`config.mk`:
```
export PLATFORM = sky130hd
export DESIGN_NAME = slice_add_sequencer
export DESIGN_NICKNAME = d
export VERILOG_FILES = /design/src/rtl/slice_add_sequencer.sv
export SDC_FILE = /design/constraint.sdc
export NUM_CORES = 1
export LEC_CHECK = 0
export BUFFER_PORTS_ARGS = -buffer_cell sky130_fd_sc_hd__buf_2
export CAP_MARGIN = 25
export CORE_MARGIN = 5
export CORE_UTILIZATION = 41
export DETAILED_ROUTE_END_ITERATION = 8
export GPL_ROUTABILITY_DRIVEN = 1
export GPL_TIMING_DRIVEN = 0
export SYNTH_ARGS = -nofsm -noshare
export SYNTH_HDL_FRONTEND = slang
export SYNTH_SLANG_ARGS = --single-unit
export TNS_END_PERCENT = 30
```
`constraint.sdc`:
```
create_clock -name clk -period 3.2 [get_ports clk]
set_clock_uncertainty 0.05 [all_clocks]
set_input_delay 0.16 -clock clk [delete_from_list [all_inputs] [get_ports clk]]
set_output_delay 0.16 -clock clk [all_outputs]
set_load 0.01 [all_outputs]
```
`src/rtl/slice_add_sequencer.sv`:
```
// rtl/slice_add_sequencer.sv - N-bit add/subtract computed one SLICE-bit ripple slice per cycle
// Operands accepted on a valid/ready port; result held on a valid/ready port until taken.
module slice_add_sequencer #(
  parameter int N     = 32,
  parameter int SLICE = 4
) (
  input  logic         clk,
  input  logic         rst,
  input  logic         in_valid,
  output logic         in_ready,
  input  logic [N-1:0] a,
  input  logic [N-1:0] b,
  input  logic         c_in,
  input  logic         sub,
  output logic         out_valid,
  input  logic         out_ready,
  output logic [N-1:0] sum,
  output logic         c_out,
  output logic         overflow,
  output logic         busy
);

  localparam int S  = N / SLICE;
  localparam int IW = (S > 1) ? $clog2(S) : 1;
  localparam logic [IW-1:0] LAST = IW'(S - 1);

  if (N % SLICE != 0) begin : g_bad_slice
    $error("slice_add_sequencer: N must be a multiple of SLICE");
  end

  typedef enum logic [1:0] {IDLE, RUN, DONE} state_t;

  state_t        state, state_nxt;
  logic [N-1:0]  a_q, b_q;
  logic          carry_q;
  logic [IW-1:0] idx_q;
  logic [SLICE:0] slice_res;
  logic          accept, last_step;

  assign accept    = in_valid && (state == IDLE);
  assign last_step = (state == RUN) && (idx_q == LAST);
  assign slice_res = {1'b0, a_q[idx_q*SLICE +: SLICE]}
                   + {1'b0, b_q[idx_q*SLICE +: SLICE]}
                   + {{SLICE{1'b0}}, carry_q};

  assign in_ready  = (state == IDLE);
  assign busy      = (state != IDLE);
  assign out_valid = (state == DONE);

  always_ff @(posedge clk or negedge rst) begin
    if (!rst) state <= IDLE;
    else      state <= state_nxt;
  end

  always_comb begin
    state_nxt = state;
    case (state)
      IDLE:    if (accept)    state_nxt = RUN;
      RUN:     if (last_step) state_nxt = DONE;
      DONE:    if (out_ready) state_nxt = IDLE;
      default:                state_nxt = IDLE;
    endcase
  end

  // b is stored pre-inverted for subtract so the slice datapath is a plain adder
  always_ff @(posedge clk or negedge rst) begin
    if (!rst) begin
      a_q      <= '0;
      b_q      <= '0;
      carry_q  <= 1'b0;
      idx_q    <= '0;
      sum      <= '0;
      c_out    <= 1'b0;
      overflow <= 1'b0;
    end else if (accept) begin
      a_q     <= a;
      b_q     <= sub ? ~b : b;
      carry_q <= sub ? 1'b1 : c_in;
      idx_q   <= '0;
      sum     <= '0;
    end else if (state == RUN) begin
      sum[idx_q*SLICE +: SLICE] <= slice_res[SLICE-1:0];
      carry_q <= slice_res[SLICE];
      idx_q   <= idx_q + IW'(1);
      if (last_step) begin
        c_out    <= slice_res[SLICE];
        overflow <= (a_q[N-1] == b_q[N-1]) && (slice_res[SLICE-1] != a_q[N-1]);
      end
    end
  end

endmodule

```
==> summary.txt <==
Worst setup path
  • Crit path kind: reg -> reg
  • Most used cell, CP: nand2_1
  • Worst reg2reg setup slack: 0.15 ns
  • CP max stage delay: 0.52 ns
  • CP cell instances: buf_8 -> buf_12 -> mux4_2 -> nand2_1 -> nand2_1 -> fa_1 -> a211oi_2 -> nor3b_2 -> or4_1 -> a41oi_1
  • Arrival @ worst endpoint: 3.26 ns
  • Worst Setup Start Kind: register
  • CP max stage cell: mux4_2
  • Crit Path Max Fanout: 10
  • Worst Setup End Kind: register
  • CP required: around 3.4 ns

Die
  • Die area: 14,500 um2
  • Core area: 12,000 um2
  • Initial Util: 41.8%
  • Die Ht: around 120 um
  • IO Count: 107
  • Die X: 121 um
  • Row cnt: 40

Final layout
  • Area Growth Syn to Fin: 27.8%
  • Register Area: approximately 2600 um2
  • Most common cell after layout, fill and taps aside: nand2_1
  • Multi-input gate area: ~2200 um2
  • Final core occ: 53.4%
  • # nets final: 730
  • Share of post-route cells with drive strength above 1: 25.5%
  • # diodes: 0
  • Filler Cell Count: approximately 1,100
  • Most frequent cells in the layout: nand2_1, buf_2, dfrtp_1

Route
  • Via density: 4.94
  • First drt pass iteration count: 4
  • Detailed-route wire length: ~13,000 um
  • DRC violations left: 0
  • Vias: 3,966
  • Final ANT Viol Nets: 0
  • Initial drt markers: 176
  • Routed wire per std cell: 15.8 um

Timing
  • Final Hold Viols: 0
  • Setup WS post-layout: 0.151 ns
  • Setup_tns: 0 ns
  • Final Max Tran Viols: 0
  • Final setup violation count: 0
  • Relative slew slack: between 60 and 70%
  • Worst slew pin tran: 0.557 ns
  • Post-layout min period: 3.05 ns
  • Tcrit/Tclk final: 95.3%
  • Fmax: 0.328 GHz

Flow run
  • Max cap viols: 0

Placed design
  • Routability Congestion: 0.808
  • IO buf count: 105
  • Dpl hpwl: 9310 um
  • Setup Slack @ Placement: -0.0423 ns

Logic synthesis
  • Yosys top cell by area: dfrtp_1
  • Synth async-reset ratio: 100%
  • Yosys Warn Count: 0
  • Mapped Cells: 499
  • Synth top area share: 51.9%
  • Register area share after synthesis: 51.9%
  • Mapped Nets: approximately 580
  • Main flop type after synthesis: dfrtp_1
  • Syn Area/Cell: 10.1 um2
  • Synth cell types: 42
  • Largest cells by area after synthesis: dfrtp_1, nand2_1, mux4_2
  • Post-synthesis register bit count: between 100 and 150
  • Synthesized cell area: 5020 um2
  • Number of synthesized flops with an enable pin: 0

Power and ir drop
  • Leakage power: 3.24 nW
  • Clock share of power: 16.2%
  • Pwr dens: 1020 nW/um2
  • Combinational Power Share: 51.0%
  • Sw Share: around two fifths
  • P_int: 3.80 mW
  • Register share of total power: 32.8%
  • P_sw: 2.75 mW
  • VDD IR max: 0.500 mV

GRT
  • Vias in the first global route: 4,171
  • Number of antenna violations at the first check in global routing: 0
  • Global-route wire length before repair: approximately 21,000 um
  • Total gr overflow: 0
  • Pin count of the biggest net entering global routing: 64
  • GRT Total Usage: 18.2%

Run status
  • Status: finished clean

Clocking
  • Clk buf depth: 2
  • CTS tree: built
  • Root Driver: clkbuf_16
  • Worst skew pair latency: 0.35 ns
  • H-tree depth: 3
  • CTS Buf Count: 9
  • Clock net sink count: 104
  • Clock transition at path regs: approximately 0.08 ns

Worst hold path
  • Hold WC Path Type: in -> reg
Yosys cell counts, types with 2 or more instances:
cell        n
o31ai_1     2
inv_1       9
xnor2_1    33
nand2b_1    3
nand2_1   158
ha_1        7
mux2i_1    13
nand3_1    20
o21ai_0    51
dfrtp_1   104
nor2b_1     4
clkbuf_1   11
buf_6       2
nand4b_1    2
nor2_1     19
a21oi_1     2
fa_1        2
and2_1      3
mux2_2      2
mux4_2     16
buf_2      15
power by group through the flow:
stage	logic, mW	registers [mW]	clock network (mW)
after floorplan	2.28	2.15	0
after global placement	3.22	2.15	0
after detailed placement	3.28	2.18	0
after CTS	3.32	2.15	1.08
after global routing	3.77	2.22	1.14
final	3.34	2.15	1.06
worst paths after layout:
| path | startpoint | end | depth (start not counted) |
|---|---|---|---|
| worst max-delay path | idx_q[0] | overflow | 10 |
| worst min-delay path | b[29] | b_q[29] | 3 |
| worst max register to register | idx_q[0] | overflow | 10 |
| worst min register to register | a_q[26] | a_q[26] | 2 |
| max in group asynchronous | rst | idx_q[0] | 3 |
| min in group asynchronous | rst | sum[12] | 2 |
state kept, by name, indices dropped and copies added, names as in the netlist:
| name | flops |
|---|---|
| c_out | 1 |
| idx_q | 3 |
| overflow | 1 |
| a_q | 32 |
| sum | 32 |
| b_q | 32 |
| state | 2 |
| carry_q | 1 |
stage by stage:
step	hold slack [ns]	total power, mW	cell area (um2)	instances
after CTS	0.0398	6.56	6380	802
after floorplan	-0.186	4.42	5020	499
after global placement	0.306	5.37	5730	751
final	0.0450	6.55	6410	803
after global routing	0.0560	7.12	6410	803
after detailed placement	0.136	5.46	5760	752
worst max-delay path: cells and delay by family (launching register included):
family / cells / cell delay (ns)
fa+ha+maj: 1 / 0.40
compound gates: 2 / 0.48
mux: 1 / 0.52
buf+inv: 2 / 0.36
flops: 1 / 0.41
simple gates: 4 / 0.76
layout make-up:
cell class / count / area share (%)
multi-input cells: 355 / 34.8
flip-flops and latches: 104 / 40.6
plain buffers: 29 / 2.48
clock inverters: 6 / 0.839
well taps: 147 / 2.87
clock buffers: 10 / 3.57
inverters: 10 / 0.585
repair buffers: 142 / 14.2
cell families after synthesis:
group                    count (synthesis)  synth area share [%]
buffers and inverters                   40                  3.69
adder cells (fa/ha/maj)                  9                  2.54
XOR/XNOR                                34                  5.94
flip-flops                             104                  51.9
multiplexers                            31                  10.2
AO/OA/AOI/OAI                           61                  6.73
AND/OR/NAND/NOR                        220                  19.0
per-layer routing:
metal	up-vias	share of wire, %	GRT usage [%]
met2	113	47	29.4
li1	1967	-	-
met5	-	0	0
met4	0	1.4	5.38
met3	12	4.8	3.74
met1	1874	46	24.8
what timing repair did:
action,in CTS,in global routing
buffers inserted,0,2
hold buffers,34,0
setup endpoints to repair,9,21
cloned,0,0
resized for setup,1,6
endpoints found under the hold margin,74,0
Note: power is estimated with default switching activity, not from simulation.
